===== src/rtl/seg7_scan_driver.sv =====
// Four-digit common-anode seven-segment scan driver with per-frame snapshot and inter-digit blanking.
// Optional whole-display blinking is compiled in when DISPLAY_BLINK_EN is defined.
module seg7_scan_driver #(
  parameter int DIGIT_CYCLES = 50000,
  parameter int BLANK_CYCLES = 16,
  parameter int BLINK_FRAMES = 64
) (
  input  logic        clk,
  input  logic        rst_n,
  input  logic [15:0] display_code,
  input  logic        blink,
  output logic [3:0]  an,
  output logic [6:0]  seg,
  output logic        frame_tick
);

  localparam int CW = (DIGIT_CYCLES > 1) ? $clog2(DIGIT_CYCLES) : 1;
  localparam logic [CW-1:0] CNT_MAX   = CW'(DIGIT_CYCLES - 1);
  localparam logic [CW-1:0] BLANK_END = CW'(BLANK_CYCLES);

  logic [CW-1:0] cnt;
  logic [1:0]    idx;
  logic [15:0]   snap;
  logic          snap_now;
  logic          blank_slot;
  logic          dark;
  logic [3:0]    glyph_code;

  assign snap_now   = (cnt == '0) && (idx == 2'd0);
  assign blank_slot = (cnt < BLANK_END);
  assign glyph_code = snap[{idx, 2'b00} +: 4];

  // Lock glyph set: digits 0-9, 'E', 'r'; every other code is blank.
  function automatic logic [6:0] decode(input logic [3:0] code);
    case (code)
      4'h0:    decode = 7'b1000000;
      4'h1:    decode = 7'b1111001;
      4'h2:    decode = 7'b0100100;
      4'h3:    decode = 7'b0110000;
      4'h4:    decode = 7'b0011001;
      4'h5:    decode = 7'b0010010;
      4'h6:    decode = 7'b0000010;
      4'h7:    decode = 7'b1111000;
      4'h8:    decode = 7'b0000000;
      4'h9:    decode = 7'b0010000;
      4'hC:    decode = 7'b0000110;
      4'hD:    decode = 7'b0101111;
      default: decode = 7'b1111111;
    endcase
  endfunction

  // NOTE: state is updated with non-blocking assignments so every register sees pre-edge values.
  always_ff @(posedge clk or negedge rst_n) begin
    if (!rst_n) begin
      cnt <= '0;
      idx <= 2'd0;
    end else if (cnt == CNT_MAX) begin
      cnt <= '0;
      idx <= idx + 2'd1;
    end else begin
      cnt <= cnt + 1'b1;
    end
  end

  always_ff @(posedge clk or negedge rst_n) begin
    if (!rst_n) begin
      snap       <= 16'hEEEE;
      frame_tick <= 1'b0;
    end else begin
      frame_tick <= snap_now;
      if (snap_now) snap <= display_code;
    end
  end

`ifdef DISPLAY_BLINK_EN
  localparam int FW = $clog2(BLINK_FRAMES + 1);

  logic [FW-1:0] frame_cnt;
  logic          phase;

  // frame_cnt holds snapshots seen in the current half-period, so the first half is full length.
  always_ff @(posedge clk or negedge rst_n) begin
    if (!rst_n) begin
      frame_cnt <= '0;
      phase     <= 1'b0;
    end else if (!blink) begin
      frame_cnt <= '0;
      phase     <= 1'b0;
    end else if (snap_now) begin
      if (frame_cnt == FW'(BLINK_FRAMES)) begin
        frame_cnt <= FW'(1);
        phase     <= ~phase;
      end else begin
        frame_cnt <= frame_cnt + 1'b1;
      end
    end
  end

  assign dark = blink & phase;
`else
  localparam int unused_blink_frames = BLINK_FRAMES;
  logic unused_blink;
  assign unused_blink = blink;
  assign dark         = 1'b0;
`endif

  always_ff @(posedge clk or negedge rst_n) begin
    if (!rst_n) begin
      an  <= 4'b1111;
      seg <= 7'b1111111;
    end else if (blank_slot) begin
      an  <= 4'b1111;
      seg <= 7'b1111111;
    end else begin
      an  <= dark ? 4'b1111 : ~(4'b0001 << idx);
      seg <= decode(glyph_code);
    end
  end

endmodule


===== config.mk =====
export PLATFORM = sky130hd
export DESIGN_NAME = seg7_scan_driver
export DESIGN_NICKNAME = d
export VERILOG_FILES = /design/src/rtl/seg7_scan_driver.sv
export SDC_FILE = /design/constraint.sdc
export NUM_CORES = 1
export LEC_CHECK = 0
export BUFFER_PORTS_ARGS = -buffer_cell sky130_fd_sc_hd__buf_2
export CAP_MARGIN = 20
export CORE_MARGIN = 2
export CORE_UTILIZATION = 56
export CTS_CLUSTER_DIAMETER = 100
export DETAILED_ROUTE_END_ITERATION = 10
export PLACE_DENSITY = 0.82
export SYNTH_ARGS = -nofsm -noshare
export SYNTH_HDL_FRONTEND = slang
export SYNTH_SLANG_ARGS = --single-unit

===== constraint.sdc =====
create_clock -name clk -period 3.1 [get_ports clk]
set_clock_uncertainty 0.15 [all_clocks]
set_input_delay 0.155 -clock clk [delete_from_list [all_inputs] [get_ports clk]]
set_output_delay 0.155 -clock clk [all_outputs]
set_load 0.02 [all_outputs]

[Yosys cells after proc, flatten, opt, wreduce, memory -nomap -nowiden]
Memory sizes are Yosys's and may differ from the RTL's.
Index checks and enable logic that the tools add are counted.
Operators by class
  magnitude comparators: 1
  shifts and indexed selects: 2
  equality and inequality tests: 1
  multiplexer cells: 3
  reduce and logical (&&, ||, !) cells: 3
  multiply operators: 0
  add/subtract/negate cells: 2
  bitwise gates (word level): 1
  divide/modulo/power cells: 0
Operators with widths (number)
  adder 16 x 1 -> 16 bit (second input constant): 1
  == test 16 bit (second input constant): 1
  logical NOT 16 bit: 1
  less-than comparator 16 x 5 -> 1 bit (second input constant): 1
  2-to-1 mux 16 bit: 1
  variable part select 16 x 5 -> 4 bit: 1
  2-to-1 mux 7 bit: 1
  2-to-1 mux 4 bit: 1
  NOT 4 bit: 1
  left shift 1 x 2 -> 4 bit (first input constant): 1
  adder 2 x 1 -> 2 bit (second input constant): 1
  logical NOT 2 bit: 1
  logical AND 1 bit: 1
Storage, ports and cells
  logic and storage cells: 20
  memories kept: 1
  bits in latches: 0
  register bits after elaboration: 46
  bits in read-only memories: 112
  input bits: 19
  bits in writable memories: 0
Memory list
  (no name shown): depth 16, bits a word 7, read ports 1, clocked after memory_dff 0, write ports 0, RTL line 35  | case (code)

[Depth between registers and ports, before layout]
Gate-level depths: netlist of run 1.
  depth after elaboration: 3
  depth in mapped cells: 7
  mapped depth without buffers: 6

[Worst setup path before layout of run 1]
No wires, ideal clock.
  kind: reg2reg
  from: register cnt[11]
  to: register snap[0]
  slack: 0.836 ns
  library setup time: 0.125 ns
  data required time: 2.825 ns
  buffers on the path: 1
  stages on the path, launching flop included: 6
  data arrival time: 1.989 ns
  cells stage by stage: dfrtp_1 or4_4 nor4_4 nand4_4 buf_6 mux2_4
On the way
  cells in the longest elaborated chain, start to end: 2
RTL lines
  from (decl): RTL line 21  | logic [CW-1:0] cnt;
  from (signal assigned): RTL line 61  | cnt <= cnt + 1'b1;
  logical NOT 16 bit: RTL line 29  | assign snap_now = (cnt == '0) && (idx == 2'd0);
  logical AND 1 bit: RTL line 29
  to (signal assigned): RTL line 71  | if (snap_now) snap <= display_code;
  to (decl): RTL line 23  | logic [15:0] snap;
No other way between the ends.
A chain may end at the register's enable or synchronous reset.

[Worst setup path after layout of run 1]
  from: register cnt[11]
  to: register snap[8]
The elaborated chain is that of the path after synthesis.

==> metrics.yaml, run 1 <==
run_status: "complete, no violations"
r2r-end: "snap[8]"
seqPwrFrac_pct: 57.6
avgSynthCellArea_um2: 12.6
synth_top_area_share_pct: 26.8
diodes: 0
critPathMaxStageDelay_ns: 0.58
path_cells: "or4_4, nor4_4, nand4_4, mux2_4"
pwr-share-comb_pct: 9.5
num_io_pins: 31
p_sw_uw: 268
synth_xor_area_share_pct: 5.45
synth-edff-count: 0
synth_top_family_by_area: "multiplexers"
h-tree-depth: 2
clkSlewWorstSetupHoldPaths_ns: 0.08
rsz0062_at_grt: "false"
overflow: 0
cts_buffers: 5
tightest_slew_ns: 0.966
die_w_um: 67.4
synthAdderAreaFrac_pct: 6.11
synth_area_leaders: "dfstp_2, dfrtp_1, ha_1, mux2_4, mux2_2"
cts.sinks: 46
crit_path_start_kind: "flop"
syn_inst: 179
hpwl_um: 2630
cts_setup_buffers: 0
endpoint_kind: "flop"
cts_root_buffer: "clkbuf_8"
synth-compound-area-share_pct: 4.56
place.gp.congestion: 0.830
hold_depth: 1
netlist_area_um2: 2250
setup_tns_ns: 0
setup_viol: 0
p_sw_share_pct: 24.1
ctsHoldBuffers: 17
cts_buffer_depth: 2
rr_startpoint: "cnt[11]"
via_count: 1502
async_flop_share_pct: 100
p_int_uw: 843
clk_latency_ns: 0.31
p_per_area_nw_per_um2: 413
synthToLayoutAreaGrowth_pct: 19.5
numPortBuffers: 29
nets: 256
hold_class: "flop to flop"
grt_pass1_wl_um: 6490
rows: 23
slew_viol_final: 0
crit_start: "cnt[11]"
drc: 0
cts_tree: "done"
ys_ff_latch: 46
yosys_warnings: 0
r2r_setup_slack_ns: 0.56
hold_start: "cnt[7]"
p_leak_nw: 1.24
p_clk_share_pct: 33.0
crit_arrival_ns: 2.58
fin_crit_sh_pct: 81.8
grt_max_degree: 47
totalWireLength_um: 4110
holdPathEnd: "cnt[7]"
worstRegToRegCells: 4
synth.largest_area_cell: "dfstp_2"
syn_nets: 209
peakVddDrop_v: 0.000272
fmax_mhz: 394
synth_seq_area_share_pct: 52.4
antenna_found_initial: 0
drtAntennaViolNets: 0
fill_cells: 284
slowest_stage: "or4_4"
final-hold-violation-count: 0
design_area_um2: 2690
ys_top_cells_by_count: "dfrtp_1, dfstp_2, nor2_1"
critical_path_class: "flop to flop"
fin_crit_ns: 2.54
fin_util_pct: 68.2
wl_per_cell_um: 14.8
core_um2: 3940
initial_core_util_pct: 57.1
synthFlopType: "dfstp_2"
first_iter_violations: 80
post_cts_resized: 0
die_h_um: 67.4
cap_violations: 0
synth_mux_area_share_pct: 14.5
drive_gt1_share_pct: 37.4
first_pass_iters: 4
synthSimpleGateAreaFrac_pct: 14.1
crit_required_ns: 3.15
grt.total_usage_pct: 20.3
grt_pass1_vias: 1406
dieArea_um2: 4540
cp_max_fo: 17
place_area_um2: 2430
worst_slew_margin_rel_pct: 35.6
power_mw: 1.11
via_per_inst: 5.42
yosys.cell_types.count: 36
[cell type report]
class	count	area, um^2	area share [%]
inverter	8	30.0	1.12
sequential	46	1180	43.9
clock inverter	3	20.0	0.745
timing repair buffer	47	323	12.0
multi-input combinational	118	1000	37.4
clock buffer	5	68.8	2.56
tap	50	62.6	2.33
[worst max-delay path, delay by kind of cell (launching register included)]
family / cells / cell delay [ns]
flops: 1 / 0.44
simple gates: 3 / 1.41
mux: 1 / 0.42
[worst max path at each step]
| stage | to | slack (ns) | cells after the start |
|---|---|---|---|
| final | snap[8] | 0.56 | 4 |
| after global routing | snap[0] | 0.48 | 4 |
| after CTS | snap[8] | 0.57 | 4 |
| after detailed placement | snap[8] | 0.59 | 4 |
| after global placement | snap[12] | 0.62 | 4 |
| after floorplan | snap[0] | 0.84 | 5 |
[placed cells by master (no fill, tap or decap), drive strengths merged]
cell | netlist | routed
buf | 3 | 30
dfstp | 23 | 23
dfrtp | 23 | 23
dlygate4sd3 | 0 | 17
mux2 | 17 | 17
nor2 | 13 | 13
nand2 | 12 | 12
ha | 11 | 11
inv | 8 | 9
xor2 | 8 | 8
nand3 | 6 | 6
a21oi | 6 | 6
xnor2 | 6 | 6
clkbuf | 4 | 5
nand4 | 5 | 5
mux4 | 4 | 4
o21ai | 4 | 4
or4 | 4 | 4
and3 | 3 | 3
or3 | 2 | 2
and4 | 2 | 2
nor3 | 2 | 2
nor2b | 2 | 2
o31ai | 2 | 2
nor4 | 2 | 2
clkinv | 0 | 2
nor3b | 1 | 1
a221o | 1 | 1
o2111ai | 1 | 1
o31a | 1 | 1
and2 | 1 | 1
o211a | 1 | 1
mux2i | 1 | 1
[power groups by stage]
stage	sequential, mW	combinational [mW]	clock [mW]
final	0.640	0.105	0.366
after global routing	0.642	0.116	0.403
after CTS	0.639	0.105	0.379
after detailed placement	0.650	0.0887	0
after global placement	0.648	0.0860	0
after floorplan	0.660	0.0410	0
[metrics by stage]
step	instances	worst slack (ns)	hold WS, ns
finish	277	0.564	0.349
CTS	277	0.574	0.350
global placement	252	0.622	0.202
floorplan	179	0.836	-0.291
global route	277	0.478	0.373
detailed placement	252	0.588	0.213
[logic make-up after synthesis]
| logic type | Yosys count |
|---|---|
| fa+ha+maj | 11 |
| buf+inv | 15 |
| xor+xnor | 14 |
| simple gates | 55 |
| compound gates | 16 |
| flops | 46 |
| mux | 22 |
[per-layer routing]
layer / global-route usage, % / part of all wire [%] / vias to the layer above
li1: - / - / 718
met1: 25.4 / 44 / 737
met2: 32.1 / 50 / 41
met3: 6.00 / 4.0 / 6
met4: 9.95 / 1.7 / 0
met5: 0 / 0 / -
[flip-flops by register name, indices dropped and copies added (netlist names)]
register / flops
seg: 7
cnt: 16
an: 4
frame_tick: 1
idx: 2
snap: 16
Power figures use the tool's default switching activity.
==> run 2, diff against run 1 <==
- ABC_AREA: not set -> 1
- CORE_UTILIZATION: 56 -> 57
- PLACE_DENSITY: 0.82 -> 0.83
- clock period: 3.1 -> 2.45 ns (I/O delays scaled with it)
==> run 2 against run 1 <==
  * Non-clock buffer count up 3
  * Combinational power up 27%
  * Fmax up 32%
  * Critical path depth up 6
  * Global-route usage up 1.6 points
  * First-iteration DRC count up 60%
  * Cell area up 7.6%
  * Sequential share of layout area down 3.1 points
  * Critical path type unchanged
  * Critical endpoint is now seg[3]
  * Largest cell class unchanged
  * Highest routed layer unchanged
==> metrics.yaml, run 2 <==
run_status: "complete, no violations"  # unchanged
p_per_area_nw_per_um2: 489  # was 413 nW/um^2
rsz0062_at_grt: "false"  # unchanged
setup_viol: 0  # unchanged
synth_most_common_cell: "nand2_1"
first_pass_iters: 4  # unchanged
place.gp.congestion: 0.909  # was 0.830
drtAntennaViolNets: 0  # unchanged
h-tree-depth: 2  # unchanged
grt_pass1_vias: 1974  # was 1406
antenna_found_initial: 0  # unchanged
syn_nets: 335  # was 209
cts_buffer_depth: 2  # unchanged
netlist_area_um2: 2420  # was 2250 um^2
cp_max_fo: 9  # was 17
critical_path_class: "flop to flop"  # unchanged
fin_crit_sh_pct: 78.3  # was 81.8%
totalWireLength_um: 4720  # was 4110 um
syn_inst: 305  # was 179
cap_violations: 0  # unchanged
avgSynthCellArea_um2: 7.94  # was 12.6 um^2
worst_slew_margin_rel_pct: 71.1  # was 35.6%
crit_path_start_kind: "flop"  # unchanged
multiInputGateArea_um2: 1070  # was 1000 um^2
reg.largest.list: "cnt: 16 flops, snap: 16 flops, seg: 7 flops"  # unchanged
rows: 23  # unchanged
peakVddDrop_v: 0.000338  # was 0.000272 V
numPortBuffers: 29  # unchanged
hold_class: "input port to asynchronous set/reset pin"  # was flop to flop
p_int_mw: 1.09  # was 843 uW
first_iter_violations: 128  # was 80
yosys.cell_types.count: 26  # was 36
layout_commonest_cell: "nand2_1"  # was buf_2
ys_ff_latch: 46  # unchanged
synth_seq_area_share_pct: 48.7  # was 52.4%
diodes: 0  # unchanged
die_h_um: 69.2  # was 67.4 um
drive_gt1_share_pct: 19.8  # was 37.4%
grt.total_usage_pct: 21.8  # was 20.3%
seqPwrFrac_pct: 57.2  # was 57.6%
synth-edff-count: 0  # unchanged
num_io_pins: 31  # unchanged
final-hold-violation-count: 0  # unchanged
crit_required_ns: 2.54  # was 3.15 ns
grt_max_degree: 47  # unchanged
synth_top_area_share_pct: 25.0  # was 26.8%
synth_area_leaders: "dfstp_2, dfrtp_1, nand2_1, nand3_1, ha_1"  # was dfstp_2, dfrtp_1, ha_1, mux2_4, mux2_2
fin_crit_ns: 1.92  # was 2.54 ns
dieArea_um2: 4780  # was 4540 um^2
clk_latency_ns: 0.30  # was 0.31 ns
grt_pass1_wl_um: 8460  # was 6490 um
cts_buffers: 5  # unchanged
p_sw_uw: 329  # was 268 uW
final_cell_mix: "nand2_1, inv_1, nand3_1, buf_2, nor2_1"  # was buf_2, dfstp_2, dfrtp_1, dlygate4sd3_1, nor2_1
drc: 0  # unchanged
crit_arrival_ns: 2.01  # was 2.58 ns
nets: 388  # was 256
via_per_inst: 5.00  # was 5.42
die_w_um: 69.2  # was 67.4 um
clkSlewWorstSetupHoldPaths_ns: 0.08  # about the same
tightest_slew_ns: 0.430  # was 0.966 ns
timing.final.ws_setup_ns: 0.531  # was 0.564 ns
yosys_warnings: 0  # unchanged
initial_core_util_pct: 59.7  # was 57.1%
dpl_worst_slack_ns: 0.540  # was 0.588 ns
overflow: 0  # unchanged
cts_tree: "done"  # unchanged
setup_tns_ns: 0  # unchanged
wl_per_cell_um: 11.5  # was 14.8 um
core_um2: 4060  # was 3940 um^2
cts.sinks: 46  # unchanged
synthFlopType: "dfstp_2"  # unchanged
endpoint_kind: "flop"  # unchanged
hpwl_um: 3280  # was 2630 um
pwr-share-comb_pct: 9.4  # was 9.5%
fill_cells: 299  # was 284
fmax_mhz: 521  # was 394 MHz
p_clk_share_pct: 33.5  # was 33.0%
regArea_um2: 1180  # unchanged
synthToLayoutAreaGrowth_pct: 19.5  # about the same
via_count: 2047  # was 1502
async_flop_share_pct: 100  # unchanged
cts_root_buffer: "clkbuf_8"  # unchanged
p_leak_nw: 1.56  # was 1.24 nW
synth.largest_area_cell: "dfstp_2"  # unchanged
post_cts_resized: 0  # unchanged
p_sw_share_pct: 23.3  # was 24.1%
slew_viol_final: 0  # unchanged
ys_top_cells_by_count: "nand2_1, inv_1, nand3_1"  # was dfrtp_1, dfstp_2, nor2_1
-- run 2: changes by cell type in the layout (fill, tap and decap cells not counted), moves of 6 or more --
cell,change
nand3_1,+24
xnor2_1,-6
mux2_2,-8
nand2_1,+112
inv_1,+25
nor2_1,+13
mux2_4,-9
-- run 2: final cells by class --
type / instances / area share (%)
repair buffers: 50 / 12.4
multi-input cells: 220 / 36.8
well taps: 50 / 2.16
clock inverters: 1 / 0.173
flip-flops and latches: 46 / 40.8
clock buffers: 7 / 2.98
inverters: 35 / 4.71
-- run 2: timing repair --
action                    in CTS  in global routing
hold endpoints to repair      39                  0
hold buffers                  17                  0
buffers inserted               0                  0
-- run 2: layer usage --
layer | GRT usage (%) | vias up | share of wire [%]
met1 | 29.0 | 953 | 48
li1 | - | 1038 | -
met4 | 6.54 | 0 | 1.3
met5 | 0 | - | 0
met2 | 36.0 | 49 | 47
met3 | 4.80 | 7 | 4.2
-- run 2: path summary, 6_finish.rpt --
check,from,end,slack [ns],cells past startpoint
min,rst_n,cnt[11],0.09,2
min in group clk,snap[5],snap[5],0.33,2
max in group asynchronous,rst_n,snap[10],1.52,3
max,idx[0],seg[3],0.53,10
max reg2reg,idx[0],seg[3],0.53,10
min reg2reg,snap[5],snap[5],0.33,2
-- run 2: power by group through the flow --
stage	registers (mW)	clock network, mW	logic (mW)
final	0.809	0.473	0.133
after detailed placement	0.822	0	0.109
after floorplan	0.836	0	0.0468
after CTS	0.809	0.485	0.130
after global routing	0.811	0.520	0.151
after global placement	0.821	0	0.106
-- run 2: worst max-delay path, cell delays in order, from the launching register on --
cell and delay, ns:
dfrtp_1 0.38, inv_1 0.23, nand2_1 0.08, nand2_1 0.06
nand2_1 0.05, nand2_1 0.19, inv_1 0.13, ha_1 0.30
nand3_1 0.11, nand3_1 0.09, nand3_1 0.09
-- run 2: kinds of logic after synthesis --
| logic type | after synthesis | share of synthesized area (%) |
|---|---|---|
| compound gates | 6 | 1.45 |
| xor+xnor | 9 | 3.26 |
| fa+ha+maj | 11 | 5.68 |
| buf+inv | 39 | 7.23 |
| flops | 46 | 48.7 |
| simple gates | 194 | 33.6 |
-- run 2: through the flow --
step | utilization (%) | hold WS [ns] | total power [mW] | instances | instance area, um^2
3_5_place_dp | 64.4 | 0.168 | 0.931 | 383 | 2610
6_report | 71.3 | 0.0914 | 1.41 | 409 | 2890
4_1_cts | 70.8 | 0.327 | 1.42 | 408 | 2870
2_1_floorplan | - | -0.323 | 0.883 | 305 | 2420
5_1_grt | 71.3 | 0.131 | 1.48 | 409 | 2890
3_3_place_gp | 64.4 | 0.168 | 0.927 | 383 | 2610
